$ cat src/rtl/sipo_framer_if.sv
// Bundle for the serial ingress, word egress and overflow status of sipo_framer.
// slave is the framer's view; master is the view of whatever drives and drains it.
interface sipo_framer_if #(
  parameter int unsigned DATA_WIDTH = 8,
  parameter int unsigned FIFO_DEPTH = 4,
  parameter int unsigned CNT_WIDTH  = 8
);
  logic                          serial_data;
  logic                          serial_valid;
  logic                          sof;
  logic [DATA_WIDTH-1:0]         parallel_data;
  logic                          out_valid;
  logic                          out_ready;
  logic [$clog2(FIFO_DEPTH):0]   fifo_level;
  logic                          frame_err;
  logic                          overflow;
  logic                          ovf_clr;
  logic [CNT_WIDTH-1:0]          drop_count;

  modport slave (
    input  serial_data, serial_valid, sof, out_ready, ovf_clr,
    output parallel_data, out_valid, fifo_level, frame_err, overflow, drop_count
  );

  modport master (
    output serial_data, serial_valid, sof, out_ready, ovf_clr,
    input  parallel_data, out_valid, fifo_level, frame_err, overflow, drop_count
  );
endinterface

$ cat src/rtl/sipo_framer.sv
// Serial-to-parallel framer: assembles qualified bits into words, resyncs on sof,
// and queues completed words in a small FIFO drained by a valid/ready handshake.
module sipo_framer #(
  parameter int unsigned DATA_WIDTH = 8,
  parameter int unsigned BIT_ORDER  = 0,
  parameter int unsigned FIFO_DEPTH = 4,
  parameter int unsigned CNT_WIDTH  = 8
) (
  input  logic          clk,
  input  logic          reset_n,
  sipo_framer_if.slave  bus
);

  localparam int unsigned BW = $clog2(DATA_WIDTH);
  localparam int unsigned PW = $clog2(FIFO_DEPTH);
  localparam int unsigned LW = PW + 1;

  logic [BW-1:0]          r_bit_cnt;
  logic [DATA_WIDTH-1:0]  r_shift;
  logic                   r_frame_err;
  logic [DATA_WIDTH-1:0]  r_mem [FIFO_DEPTH];
  logic [PW-1:0]          r_wr_ptr;
  logic [PW-1:0]          r_rd_ptr;
  logic [LW-1:0]          r_level;
  logic                   r_overflow;
  logic [CNT_WIDTH-1:0]   r_drop_count;

  logic [BW-1:0]          w_idx;
  logic [BW-1:0]          w_pos;
  logic [DATA_WIDTH-1:0]  w_word;
  logic                   w_push_req;
  logic                   w_out_valid;
  logic                   w_full;
  logic                   w_pop;
  logic                   w_push;
  logic                   w_drop;

  // sof forces this bit to slot 0, so the in-flight word is built from w_idx, not r_bit_cnt.
  always_comb begin
    w_idx         = bus.sof ? '0 : r_bit_cnt;
    w_pos         = (BIT_ORDER != 0) ? (BW'(DATA_WIDTH - 1) - w_idx) : w_idx;
    w_word        = r_shift;
    w_word[w_pos] = bus.serial_data;
    w_push_req    = bus.serial_valid && (w_idx == BW'(DATA_WIDTH - 1));
  end

  always_comb begin
    w_out_valid = (r_level != '0);
    w_full      = (r_level == LW'(FIFO_DEPTH));
    w_pop       = w_out_valid && bus.out_ready;
    w_push      = w_push_req && (!w_full || w_pop);
    w_drop      = w_push_req && w_full && !w_pop;
  end

  always_ff @(posedge clk or negedge reset_n) begin
    if (!reset_n) begin
      r_bit_cnt   <= '0;
      r_shift     <= '0;
      r_frame_err <= 1'b0;
    end else begin
      r_frame_err <= bus.serial_valid && bus.sof && (r_bit_cnt != '0);
      if (bus.serial_valid) begin
        r_shift   <= w_word;
        r_bit_cnt <= w_push_req ? '0 : (w_idx + BW'(1));
      end
    end
  end

  always_ff @(posedge clk or negedge reset_n) begin
    if (!reset_n) begin
      for (int unsigned i = 0; i < FIFO_DEPTH; i++) r_mem[i] <= '0;
      r_wr_ptr <= '0;
      r_rd_ptr <= '0;
      r_level  <= '0;
    end else begin
      if (w_push) begin
        r_mem[r_wr_ptr] <= w_word;
        r_wr_ptr        <= r_wr_ptr + PW'(1);
      end
      if (w_pop) r_rd_ptr <= r_rd_ptr + PW'(1);
      case ({w_push, w_pop})
        2'b10:   r_level <= r_level + LW'(1);
        2'b01:   r_level <= r_level - LW'(1);
        default: r_level <= r_level;
      endcase
    end
  end

  // A drop in the same cycle as ovf_clr wins: the count restarts at one.
  always_ff @(posedge clk or negedge reset_n) begin
    if (!reset_n) begin
      r_overflow   <= 1'b0;
      r_drop_count <= '0;
    end else if (w_drop) begin
      r_overflow <= 1'b1;
      if (bus.ovf_clr)              r_drop_count <= CNT_WIDTH'(1);
      else if (r_drop_count != '1)  r_drop_count <= r_drop_count + CNT_WIDTH'(1);
    end else if (bus.ovf_clr) begin
      r_overflow   <= 1'b0;
      r_drop_count <= '0;
    end
  end

  assign bus.parallel_data = w_out_valid ? r_mem[r_rd_ptr] : '0;
  assign bus.out_valid     = w_out_valid;
  assign bus.fifo_level    = r_level;
  assign bus.frame_err     = r_frame_err;
  assign bus.overflow      = r_overflow;
  assign bus.drop_count    = r_drop_count;

endmodule
$ cat src/flat_wrapper.sv
// flat-port wrapper written by rule: the top's interface ports become plain ports
module sipo_framer_flat 
#(
  parameter int unsigned DATA_WIDTH = 8,
  parameter int unsigned BIT_ORDER  = 0,
  parameter int unsigned FIFO_DEPTH = 4,
  parameter int unsigned CNT_WIDTH  = 8
)
  (clk, reset_n, bus_serial_data, bus_serial_valid, bus_sof, bus_out_ready, bus_ovf_clr, bus_parallel_data, bus_out_valid, bus_fifo_level, bus_frame_err, bus_overflow, bus_drop_count);
  sipo_framer_if #(.DATA_WIDTH(DATA_WIDTH), .FIFO_DEPTH(FIFO_DEPTH), .CNT_WIDTH(CNT_WIDTH)) bus_i ();
  input  logic clk;
  input  logic reset_n;
  input wire logic [$bits(bus_i.serial_data)-1:0] bus_serial_data;
  input wire logic [$bits(bus_i.serial_valid)-1:0] bus_serial_valid;
  input wire logic [$bits(bus_i.sof)-1:0] bus_sof;
  input wire logic [$bits(bus_i.out_ready)-1:0] bus_out_ready;
  input wire logic [$bits(bus_i.ovf_clr)-1:0] bus_ovf_clr;
  output wire logic [$bits(bus_i.parallel_data)-1:0] bus_parallel_data;
  output wire logic [$bits(bus_i.out_valid)-1:0] bus_out_valid;
  output wire logic [$bits(bus_i.fifo_level)-1:0] bus_fifo_level;
  output wire logic [$bits(bus_i.frame_err)-1:0] bus_frame_err;
  output wire logic [$bits(bus_i.overflow)-1:0] bus_overflow;
  output wire logic [$bits(bus_i.drop_count)-1:0] bus_drop_count;
  assign bus_i.serial_data = bus_serial_data;
  assign bus_i.serial_valid = bus_serial_valid;
  assign bus_i.sof = bus_sof;
  assign bus_i.out_ready = bus_out_ready;
  assign bus_i.ovf_clr = bus_ovf_clr;
  assign bus_parallel_data = bus_i.parallel_data;
  assign bus_out_valid = bus_i.out_valid;
  assign bus_fifo_level = bus_i.fifo_level;
  assign bus_frame_err = bus_i.frame_err;
  assign bus_overflow = bus_i.overflow;
  assign bus_drop_count = bus_i.drop_count;
  sipo_framer #(.DATA_WIDTH(DATA_WIDTH), .BIT_ORDER(BIT_ORDER), .FIFO_DEPTH(FIFO_DEPTH), .CNT_WIDTH(CNT_WIDTH)) u_core (.clk(clk), .reset_n(reset_n), .bus(bus_i));
endmodule
$ cat config.mk
export PLATFORM = sky130hd
export DESIGN_NAME = sipo_framer_flat
export DESIGN_NICKNAME = d
export VERILOG_FILES = /design/src/rtl/sipo_framer_if.sv /design/src/rtl/sipo_framer.sv /design/src/flat_wrapper.sv
export SDC_FILE = /design/constraint.sdc
export NUM_CORES = 1
export LEC_CHECK = 0
export ABC_AREA = 1
export BUFFER_PORTS_ARGS = -buffer_cell sky130_fd_sc_hd__buf_4
export CAP_MARGIN = 40
export CORE_MARGIN = 10
export CORE_UTILIZATION = 23
export CTS_BUF_LIST = sky130_fd_sc_hd__clkbuf_8
export CTS_CLUSTER_SIZE = 20
export DETAILED_ROUTE_END_ITERATION = 7
export GPL_ROUTABILITY_DRIVEN = 0
export HOLD_SLACK_MARGIN = 0.15
export SYNTH_ARGS = -nofsm -noshare
export SYNTH_HDL_FRONTEND = slang
export SYNTH_SLANG_ARGS = --single-unit
$ cat constraint.sdc
create_clock -name clk -period 3.3 [get_ports clk]
set_input_delay 0.33 -clock clk [delete_from_list [all_inputs] [get_ports clk]]
set_output_delay 0.33 -clock clk [all_outputs]
set_load 0.01 [all_outputs]
### After elaboration in Yosys (flattened, before gate mapping)

Cells that the tools add are included.

| operators by class | value |
|---|---|
| divide/modulo/power cells | 0 |
| $lt $le $gt $ge | 5 |
| eq/ne operators | 5 |
| $add $sub $neg | 6 |
| bitwise logic cells | 2 |
| shift-type cells | 0 |
| reduce and logical (&&, ||, !) cells | 18 |
| multiplexer cells | 19 |
| multipliers | 0 |

Operators by type and width:

| cell | number |
|---|---|
| 8-bit two-way mux | 8 |
| 32-bit bitwise mux | 1 |
| 8-bit binary-select mux with 2-bit select | 1 |
| 8-bit demux with 2-bit select | 1 |
| 1-bit logical AND | 9 |
| 8-bit by 1-bit adder with 8-bit output, second input constant | 1 |
| 8-bit bitwise mux | 1 |
| 8-bit != test, second input constant | 1 |
| 3-bit by 1-bit adder with 3-bit output, second input constant | 2 |
| 3-bit == test, second input constant | 2 |
| 3-bit >= comparator, second input constant | 2 |
| 3-bit two-way mux | 2 |
| 2-bit inverter with 3-bit output | 2 |
| 3-bit case mux with 2 select lines | 1 |
| 2-bit nonzero test | 3 |
| 3-bit nonzero test | 2 |
| 2-bit by 1-bit adder with 2-bit output, second input constant | 2 |
| 3-bit by 4-bit less-than comparator with 1-bit output, second input constant | 1 |
| 1-bit demux with 3-bit select | 1 |
| 3-bit by 1-bit >= comparator with 1-bit output, second input constant | 1 |
| 3-bit by 1-bit less-than comparator with 1-bit output, second input constant | 1 |
| 1-bit two-way mux | 3 |
| 3-bit by 1-bit subtractor with 3-bit output, second input constant | 1 |
| 2-bit by 1-bit == test with 1-bit output, second input constant | 1 |
| 4 further kinds | 5 |

| word-level totals | value |
|---|---|
| bits in latches | 0 |
| memory bits (writable) | 0 |
| bits in read-only memories | 0 |
| input bits | 7 |
| flip-flop bits (word level) | 60 |
| memories | 0 |
| output and inout port bits | 22 |
| logic and storage cells | 67 |

### Longest topological paths before layout

Gate-level depths: netlist of run 1.

| depth | value |
|---|---|
| depth in word-level cells | 7 |
| gate-level depth with buffers | 13 |
| gate-level depth less buffers | 13 |

### Least setup slack after synthesis of run 1

Ideal clock, no wire load.

| timing path | value |
|---|---|
| kind | register to register |
| from | register u_core.r_bit_cnt[0] |
| to | register u_core.r_level[2], in the netlist u_core.bus.fifo_level[2] |
| path slack | 1.008 ns |
| arrival | 2.161 ns |
| data required time | 3.169 ns |
| stages on the path, launching flop included | 14 |
| period minus slack after synthesis | 2.292 ns |
| buffers on the path | 0 |
| library setup time | 0.131 ns |
| cell sequence | dfrtp_1 inv_2 nor2_4 ha_1 ha_1 nand2_4 inv_4 nand2_8 ha_1 inv_1 fa_1 a21oi_1 o21ai_0 xor2_1 |

| between the ends | value |
|---|---|
| word-level cells in the longest chain between the ends | 6 |
| elaborated cells on any way between the ends | 8 |
| classes of those cells | 3 x eq/ne; 2 x mux; 3 x reduce/logical |

RTL lines:

| element | RTL line | RTL |
|---|---|---|
| start: declaration | sipo_framer.sv:18 | `logic [BW-1:0] r_bit_cnt;` |
| start signal: assignment | sipo_framer.sv:64 | `r_bit_cnt <= w_push_req ? '0 : (w_idx + BW'(1));` |
| 3-bit two-way mux (*) | sipo_framer.sv:40 | `w_idx = bus.sof ? '0 : r_bit_cnt;` |
| 3-bit == test (*) | sipo_framer.sv:44 | `w_push_req = bus.serial_valid && (w_idx == BW'(DATA_WIDTH - 1));` |
| 1-bit logical AND (*) | sipo_framer.sv:44 |  |
| 1-bit logical AND (*) | sipo_framer.sv:51 | `w_push = w_push_req && (!w_full \|\| w_pop);` |
| 2-bit by 1-bit == test with 1-bit output / 2-bit == test (equally long branches) | sipo_framer.sv:81 | `case ({w_push, w_pop})` |
| 3-bit case mux with 2 select lines / 2-bit nonzero test (equally long branches) | - |  |
| end signal: assignment | sipo_framer.sv:82 | `2'b10: r_level <= r_level + LW'(1);` |
| end signal: assignment | sipo_framer.sv:83 | `2'b01: r_level <= r_level - LW'(1);` |
| end signal: assignment | sipo_framer.sv:84 | `default: r_level <= r_level;` |
| end: declaration | sipo_framer.sv:24 | `logic [LW-1:0] r_level;` |

Mark *: on every way between the ends. The rest lies on a longest branch, timed or not.
A chain may end at the register's enable or synchronous reset.

### Worst setup path after layout of run 1

Ends and elaborated chain as after synthesis.

==> flow_summary.yaml, run 1 <==
power:
  power_mw: 2.33
  p_seq_share_pct: 38.6
  ir_worst_vdd_mv: 0.155
  p_clk_share_pct: 30.0
  p_per_area_nw_per_um2: 606
  power.switching_mw: 0.854
  power_leakage_nw: 1.94
  comb_power_share_pct: 31.4
  p_int_mw: 1.48
  switching_share_pct: 36.7
floorplanning:
  placementRows: 43
  start_util_pct: 23.5
  io_pins: 29
  coreArea_um2: 13800
  die_y_um: 139
  die-width_um: 139
  dieArea_um2: 19300
worst_setup_path:
  path_cells: "inv_2 -> nor2_4 -> ha_1 -> ha_1 -> nand2_4 -> inv_4 -> nand2_8 -> ha_1 -> inv_1 -> fa_1 -> a21oi_1 -> o21ai_0 -> xor2_1"
  slowest_stage: "dfrtp_1"
  path_delay_family: "adder cells"
  critPathKind: "register to register"
  required_ps: 3510
  rrSetupSlack_ps: 840
  path_max_fanout: 10
  worst-path-buf-inv: 3
  cpPeakStageDelay_ps: 410
  cpMostUsedCell: "ha_1"
  startpoint_type: "register"
  cp-end-kind: "register"
  worst_ep_arrival_time_ps: 2670
clocking:
  clk_path_buf_depth: 2
  hold_buffers: 1
  cts.htree.levels: 3
  cts_tree: "done"
  ctsResizeCount: 0
  path_clk_slew_ps: 70
  clockRootBuffer: "clkbuf_8"
  cts_setup_buffers: 0
  numCtsBuffers: 9
  clk_latency_ps: 350
  cts_sinks: 60
run_status:
  status: "finished clean"
detailed_routing:
  wire_per_inst_um: 12.2
  drtPass1Iterations: 4
  ant_nets: 0
  routed_wl_um: 7690
  vias: 2665
  initialDrtViolationCount: 216
  vias_per_cell: 4.24
  drc: 0
global_route:
  first_global_vias: 2622
  grt_max_degree: 61
  grt_overflow: 0
  grtUsageTotal_pct: 8.23
  antenna_found_initial: 0
  grt_pass1_wl_um: 13200
finish:
  finalInstanceArea_um2: 3840
  seqCellArea_um2: 1500
  drive_gt1_share_pct: 17.6
  finalNetCount: 460
  diodes: 0
  final_cell_mix: "172 x nand2_1, 60 x dfrtp_1, 42 x nor2_1"
  syn_to_final_growth_pct: 18.4
  fin_util_pct: 27.8
  final_common_cell: "nand2_1"
  multi_input_area_um2: 1530
  fillers: 1484
hold_path:
  hold_path.class: "primary input to register"
synth:
  synth_area_um2: 3250
  synth_nets: 427
  ys_warn_count: 0
  ys_seq_area_share_pct: 46.3
  synth-seq-cells: 60
  syn_inst: 411
  syn_area_per_cell_um2: 7.90
  yosysUniqueCellTypes: 34
timing:
  hold_violations: 0
  fmax_ghz: 0.407
  fin_skew_ps: 14.3
  setup_viol: 0
  grt_setup_unrepaired: "no"
  tns_ps: 0
  slew_headroom_pct: 48.6
  slew_violations: 0
  finalCriticalPeriod_ps: 2460
  fin_crit_sh_pct: 74.5
  worstMarginPinSlew_ps: 770
placed_design:
  io_buffers: 28
  place_area_um2: 3620
  dp_hpwl_um: 5590
run:
  cap_violations: 0
==> metrics by stage <==
step                hold slack, ps  worst slack [ps]  std cells
detailed placement             460               862        612
CTS                            251               840        629
floorplan                     34.4              1010        411
global route                   258               614        629
finish                         271               843        629
global placement               453               890        612
==> power groups by stage <==
stage	registers [mW]	logic [mW]	clock network (mW)
2_1_floorplan	0.863	0.495	0
3_3_place_gp	0.908	0.744	0
3_5_place_dp	0.913	0.745	0
4_1_cts	0.899	0.749	0.718
5_1_grt	0.912	0.831	0.750
6_report	0.899	0.732	0.698
==> registers in the layout (all words and copies together) (netlist names) <==
| signal | flops |
|---|---|
| u_core.bus.overflow | 1 |
| u_core.bus.frame_err | 1 |
| u_core.r_shift | 8 |
| u_core.r_mem | 32 |
| u_core.r_rd_ptr | 2 |
| u_core.bus.drop_count | 8 |
| u_core.r_bit_cnt | 3 |
| u_core.bus.fifo_level | 3 |
| u_core.r_wr_ptr | 2 |
==> logic make-up (layout without fill, tap and decap cells) <==
group	count (synthesis)	in the layout	share of synthesized area (%)
and+or+nand+nor	256	256	35.2
adders and majority gates	9	9	3.70
buffers and inverters	38	76	6.55
DFF	60	60	46.3
AOI/OAI and AO/OA	43	43	6.94
xor gates and xnor gates	5	5	1.35
==> final timing paths <==
check,start,endpoint,cells after the start
min in group asynchronous,reset_n,u_core.bus.drop_count[0]$_DFFE_PN0P_,2
worst min register to register,u_core.r_mem[21]$_DFFE_PN0P_,u_core.r_mem[21]$_DFFE_PN0P_,2
worst max register to register,u_core.r_bit_cnt[0]$_DFFE_PN0P_,u_core.bus.fifo_level[2]$_DFFE_PN0P_,13
worst max-delay path,u_core.r_bit_cnt[0]$_DFFE_PN0P_,u_core.bus.fifo_level[2]$_DFFE_PN0P_,13
worst min-delay path,bus_ovf_clr,u_core.bus.drop_count[0]$_DFFE_PN0P_,3
max in group asynchronous,reset_n,u_core.r_mem[8]$_DFFE_PN0P_,2
==> Yosys cell counts (all sizes together) <==
master | number | share of area, %
and3 | 1 | 0.19
fa | 1 | 0.62
xnor2 | 2 | 0.54
o22ai | 1 | 0.19
a21oi | 9 | 1.4
clkbuf | 2 | 0.58
buf | 5 | 1.2
ha | 8 | 3.1
dfrtp | 60 | 46
o21bai | 2 | 0.46
nand2 | 186 | 25
xor2 | 3 | 0.81
nand4 | 2 | 0.39
inv | 31 | 4.7
nor2 | 49 | 6.5
nand3 | 17 | 2.8
o21ai | 31 | 4.9
nor3 | 1 | 0.31
==> area by class of cell <==
type                            instances  area share, %
Multi-Input combinational cell        313           39.8
Timing Repair Buffer                   29           5.73
Sequential cell                        60           39.1
Clock buffer                           11           3.94
Tap cell                              180           5.86
Clock inverter                          5           1.56
Inverter                               31           4.00
==> routing by layer <==
metal / global-route usage [%] / share of wire [%]
met1: 10.5 / 46
met2: 12.6 / 47
met5: 0 / 0
met4: 3.24 / 1.2
met3: 2.57 / 5.5
==> worst register-to-register path: cells and delay by family, from the launching register on <==
kind,cells,cell delay [ps]
compound gates,2,250
xor+xnor,1,150
fa+ha+maj,4,970
buf+inv,3,290
flops,1,410
simple gates,3,260
Power figures use the tool's default switching activity.
==> run 2: changes to the inputs <==
==> constraint.sdc (replaced) <==
create_clock -name clk -period 2 [get_ports clk]
set_input_delay 0.2 -clock clk [delete_from_list [all_inputs] [get_ports clk]]
set_output_delay 0.2 -clock clk [all_outputs]
set_load 0.01 [all_outputs]
==> flow_summary.yaml, run 2 (synthesis results as in run 1) <==
worst_setup_path:
  path_cells: "inv_2 -> nor2_4 -> ha_4 -> ha_4 -> nand2_4 -> inv_4 -> nand2_8 -> ha_4 -> inv_4 -> fa_2 -> a21oi_2 -> o21ai_1 -> xor2_1"
  rrSetupSlack_ps: 50
  worst_ep_arrival_time_ps: 2170
  cp-end-kind: "register"
  r2r-start: "u_core.r_bit_cnt[0]$_DFFE_PN0P_"
  startpoint_type: "register"
  cpPeakStageDelay_ps: 390
  path_max_fanout: 3
  cpMostUsedCell: "ha_4"
  r2r-end: "u_core.bus.fifo_level[2]$_DFFE_PN0P_"
  reg2reg_depth: 13
  required_ps: 2210
  critPathKind: "register to register"
  slowest_stage: "dfrtp_1"
global_route:
  grt_pass1_wl_um: 13400
  grt_max_degree: 61
  grtUsageTotal_pct: 8.27
  antenna_found_initial: 0
  first_global_vias: 2704
  grt_overflow: 0
detailed_routing:
  vias: 2671
  drtPass1Iterations: 4
  drc: 0
  initialDrtViolationCount: 146
  vias_per_cell: 4.19
  ant_nets: 0
  wire_per_inst_um: 12.1
  routed_wl_um: 7690
placed_design:
  io_buffers: 28
  placed_cells: 621
  dp_hpwl_um: 5800
clocking:
  cts.htree.levels: 3
  clk_path_buf_depth: 2
  clockRootBuffer: "clkbuf_8"
  cts_tree: "done"
  path_clk_slew_ps: 60
  numCtsBuffers: 9
  clk_latency_ps: 330
  cts_sinks: 60
  cts_setup_buffers: 0
hold_path:
  min_to: "u_core.r_shift[2]$_DFFE_PN0P_"
  holdPathStages: 3
  worstHoldStart: "bus_serial_valid"
  hold_path.class: "primary input to register"
timing:
  slew_headroom_pct: 48.8
  fin_skew_ps: 7.21
  tns_ps: 0
  worstMarginPinSlew_ps: 769
  grt_setup_unrepaired: "yes"
  hold_violations: 0
  slew_violations: 0
  setup_viol: 0
  finalCriticalPeriod_ps: 1950
  fin_crit_sh_pct: 97.7
  fmax_ghz: 0.512
floorplanning:
  die_y_um: 139
  placementRows: 43
  io_pins: 29
  dieArea_um2: 19300
  start_util_pct: 23.5
  die-width_um: 139
  coreArea_um2: 13800
power:
  power_mw: 3.80
  ir_worst_vdd_mv: 0.299
  p_per_area_nw_per_um2: 965
  power_leakage_nw: 1.99
run:
  cap_violations: 0
finish:
  largest_register_ffs: 32
  final_common_cell: "nand2_1"
  final_cells: 638
  regMostFlops: "u_core.r_mem"
  final_cell_mix: "172 x nand2_1, 60 x dfrtp_1, 41 x nor2_1"
  drive_gt1_share_pct: 19.9
  syn_to_final_growth_pct: 21.5
  diodes: 0
  fillers: 1459
  finalNetCount: 470
run_status:
  status: "finished clean"
[run 2: cell types whose count changed in the layout (fill, tap and decap cells not counted), moves of 2 or more]
cell	previous run	this run
ha_4	0	3
ha_1	8	5
o21ai_1	7	9
buf_4	28	37
o21ai_0	23	21
inv_1	20	22
clkinv_4	2	0
[run 2: what timing repair did]
item	CTS	global route
hold buffers	2	0
resized for setup	1	3
hold endpoints to repair	61	0
endpoints found under the setup margin	1	2
pin swaps	0	1
[run 2: cell type report]
class | instances | area [um2] | area share, %
Multi-Input combinational cell | 313 | 1580 | 40.0
Sequential cell | 60 | 1500 | 38.1
Tap cell | 180 | 225 | 5.71
Clock inverter | 5 | 46.3 | 1.17
Inverter | 31 | 156 | 3.97
Clock buffer | 10 | 138 | 3.49
Timing Repair Buffer | 39 | 298 | 7.55
[run 2: critical path, delay by kind of cell, from the launching register on]
family,cells,cell delay [ps]
buffers and inverters,3,170
flip-flops,1,390
AO/OA/AOI/OAI,2,190
XOR/XNOR,1,140
adder cells (fa/ha/maj),4,780
AND/OR/NAND/NOR,3,170
[run 2: worst max-delay path by stage]
stage,start,to,slack [ps]
final,u_core.r_bit_cnt[0]$_DFFE_PN0P_,u_core.bus.fifo_level[2]$_DFFE_PN0P_,50
after global placement,u_core.r_bit_cnt[1]$_DFFE_PN0P_,u_core.bus.fifo_level[2]$_DFFE_PN0P_,50
after detailed placement,u_core.r_bit_cnt[1]$_DFFE_PN0P_,u_core.bus.fifo_level[1]$_DFFE_PN0P_,-1
after CTS,u_core.r_bit_cnt[0]$_DFFE_PN0P_,u_core.bus.fifo_level[2]$_DFFE_PN0P_,10
after floorplan,u_core.r_bit_cnt[0]$_DFFE_PN0P_,u_core.bus.fifo_level[2]$_DFFE_PN0P_,-90
after global routing,u_core.r_bit_cnt[0]$_DFFE_PN0P_,u_core.bus.fifo_level[2]$_DFFE_PN0P_,-50
[run 2: through the flow]
step | worst slack [ps] | utilization (%) | hold WS, ps | cell area [um2]
finish | 45.5 | 28.5 | 197 | 3940
global route | -50.1 | 28.5 | 195 | 3940
CTS | 13.9 | 28.5 | 176 | 3940
detailed placement | -1.15 | 27.0 | 332 | 3730
global placement | 52.4 | 27.0 | 320 | 3730
floorplan | -91.3 | - | -95.6 | 3290
[run 2: metal layers]
metal	track usage, %	vias to the layer above	share of wire, %
li1	-	1373	-
met1	9.99	1263	47
met2	13.3	31	49
met3	2.40	4	3.3
met4	3.73	0	1.0
met5	0	-	0
[run 2: power by group]
group	switching (mW)	internal [mW]	total, mW
Clock	0.449	0.587	1.04
Sequential	0.0840	1.32	1.41
Combinational	0.825	0.538	1.36
Total	1.36	2.45	3.80
==> run 3: changes to the inputs <==
--- a/config.mk
+++ b/config.mk
@@ -9,12 +9,13 @@
 export BUFFER_PORTS_ARGS = -buffer_cell sky130_fd_sc_hd__buf_4
 export CAP_MARGIN = 40
 export CORE_MARGIN = 10
-export CORE_UTILIZATION = 23
+export CORE_UTILIZATION = 50
 export CTS_BUF_LIST = sky130_fd_sc_hd__clkbuf_8
 export CTS_CLUSTER_SIZE = 20
 export DETAILED_ROUTE_END_ITERATION = 7
 export GPL_ROUTABILITY_DRIVEN = 0
 export HOLD_SLACK_MARGIN = 0.15
+export PLACE_DENSITY = 0.72
 export SYNTH_ARGS = -nofsm -noshare
 export SYNTH_HDL_FRONTEND = slang
 export SYNTH_SLANG_ARGS = --single-unit
==> flow_summary.yaml, run 3 (synthesis results as in run 1) <==
run_status:
  status: "finished clean"
timing:
  fin_crit_sh_pct: 98.6
  worstMarginPinSlew_ps: 749
  tns_ps: 0
  slew_violations: 0
  setup_viol: 0
  fmax_ghz: 0.507
  finalCriticalPeriod_ps: 1970
  hold_violations: 0
  grt_setup_unrepaired: "yes"
  fin_skew_ps: 10.5
  slew_headroom_pct: 50.0
worst_setup_path:
  path_delay_family: "adder cells"
  r2r-start: "u_core.r_bit_cnt[1]$_DFFE_PN0P_"
  critPathKind: "register to register"
  required_ps: 2220
  rrSetupSlack_ps: 30
  path_max_fanout: 3
  startpoint_type: "register"
  cpMostUsedCell: "ha_4"
  worst_ep_arrival_time_ps: 2190
  r2r-end: "u_core.bus.fifo_level[2]$_DFFE_PN0P_"
  reg2reg_depth: 13
  worst-path-buf-inv: 3
  path_cells: "inv_2 -> nor2_2 -> ha_4 -> ha_4 -> nand2_4 -> inv_4 -> nand2_8 -> ha_4 -> inv_4 -> fa_2 -> a21oi_2 -> o21ai_1 -> xor2_1"
  cp-end-kind: "register"
  cp.depth: 13
  slowest_stage: "dfrtp_1"
  cpPeakStageDelay_ps: 400
  setup.worst_path.start: "u_core.r_bit_cnt[1]$_DFFE_PN0P_"
detailed_routing:
  initialDrtViolationCount: 143
  vias_per_cell: 5.12
  drtPass1Iterations: 4
  routed_wl_um: 7480
  drc: 0
  vias: 2750
  ant_nets: 0
  wire_per_inst_um: 13.9
floorplanning:
  die_y_um: 101
  placementRows: 29
  coreArea_um2: 6310
  io_pins: 29
  die-width_um: 101
  dieArea_um2: 10100
  start_util_pct: 51.4
clocking:
  clk_path_buf_depth: 2
  numCtsBuffers: 9
  path_clk_slew_ps: 70
  clk_latency_ps: 340
  cts_sinks: 60
  cts_tree: "done"
  clockRootBuffer: "clkbuf_8"
  cts.htree.levels: 3
global_route:
  antenna_found_initial: 0
  grt_pass1_wl_um: 12500
  grtUsageTotal_pct: 15.1
  first_global_vias: 2582
  grt_overflow: 0
  grt_max_degree: 61
finish:
  largest_register_ffs: 32
  drive_gt1_share_pct: 20.9
  finalNetCount: 471
  fillers: 586
  final_cell_mix: "172 x nand2_1, 60 x dfrtp_1, 41 x nor2_1"
  final_common_cell: "nand2_1"
  final_cells: 537
  diodes: 0
  finalInstanceArea_um2: 3870
  regMostFlops: "u_core.r_mem"
  syn_to_final_growth_pct: 19.3
power:
  comb_power_share_pct: 33.7
  power.switching_mw: 1.41
  switching_share_pct: 34.7
  ir_worst_vdd_mv: 0.548
  p_per_area_nw_per_um2: 1050
  power_mw: 4.07
  power_leakage_nw: 2.01
  p_int_mw: 2.66
  p_clk_share_pct: 31.7
  p_seq_share_pct: 34.7
hold_path:
  holdPathStages: 3
  hold_path.class: "primary input to register"
  min_to: "u_core.r_shift[2]$_DFFE_PN0P_"
  worstHoldStart: "bus_serial_valid"
placed_design:
  dp_hpwl_um: 5260
  placed_cells: 517
  place_area_um2: 3590
  io_buffers: 28
run:
  cap_violations: 0
==> run 3: tightest hold or removal path, stage by stage <==
cell and delay [ps]:
buf_4 170, nand2_1 80, nand2_1 40
==> run 3: metrics by stage <==
| step | hold WS [ps] | setup WS, ps | util [%] |
|---|---|---|---|
| 4_1_cts | 188 | 5.93 | 61.0 |
| 3_5_place_dp | 322 | 24.5 | 56.9 |
| 3_3_place_gp | 324 | 56.5 | 56.9 |
| 6_report | 193 | 28.3 | 61.3 |
| 5_1_grt | 208 | -77.5 | 61.3 |
| 2_1_floorplan | -95.6 | -91.3 | - |
==> run 3: cell type report <==
cell class | count | area, um2 | area share (%)
Clock inverter | 4 | 70.1 | 1.81
Tap cell | 77 | 96.3 | 2.49
Timing Repair Buffer | 40 | 305 | 7.88
Inverter | 31 | 156 | 4.04
Sequential cell | 60 | 1500 | 38.8
Multi-Input combinational cell | 313 | 1580 | 40.7
Clock buffer | 12 | 165 | 4.26
==> run 3: timing repair <==
action                     CTS  global route
setup endpoints to repair    0             2
hold buffers                 2             0
hold endpoints to repair    61             0
gates resized for setup      0             3
setup buffers                0             2
==> run 3: metal layers <==
| layer | GRT usage (%) | share of wire, % | up-vias |
|---|---|---|---|
| li1 | - | - | 1370 |
| met1 | 21.2 | 47 | 1302 |
| met2 | 22.2 | 46 | 65 |
| met3 | 3.22 | 5.5 | 13 |
| met4 | 5.87 | 1.7 | 0 |
| met5 | 0 | 0 | - |
==> run 3: worst max-delay path by stage <==
stage	slack, ps	endpoint
after floorplan	-90	u_core.bus.fifo_level[2]$_DFFE_PN0P_
after global placement	60	u_core.bus.fifo_level[2]$_DFFE_PN0P_
after detailed placement	20	u_core.bus.fifo_level[2]$_DFFE_PN0P_
after CTS	6	u_core.bus.fifo_level[2]$_DFFE_PN0P_
after global routing	-80	u_core.bus.fifo_level[2]$_DFFE_PN0P_
final	30	u_core.bus.fifo_level[2]$_DFFE_PN0P_
==> run 3: power groups by stage <==
| stage | Sequential [mW] | Combinational (mW) | Clock, mW |
|---|---|---|---|
| 6_report | 1.41 | 1.37 | 1.29 |
| 5_1_grt | 1.42 | 1.53 | 1.34 |
| 4_1_cts | 1.41 | 1.36 | 1.30 |
| 3_5_place_dp | 1.43 | 1.34 | 0 |
| 3_3_place_gp | 1.43 | 1.33 | 0 |
| 2_1_floorplan | 1.42 | 0.837 | 0 |
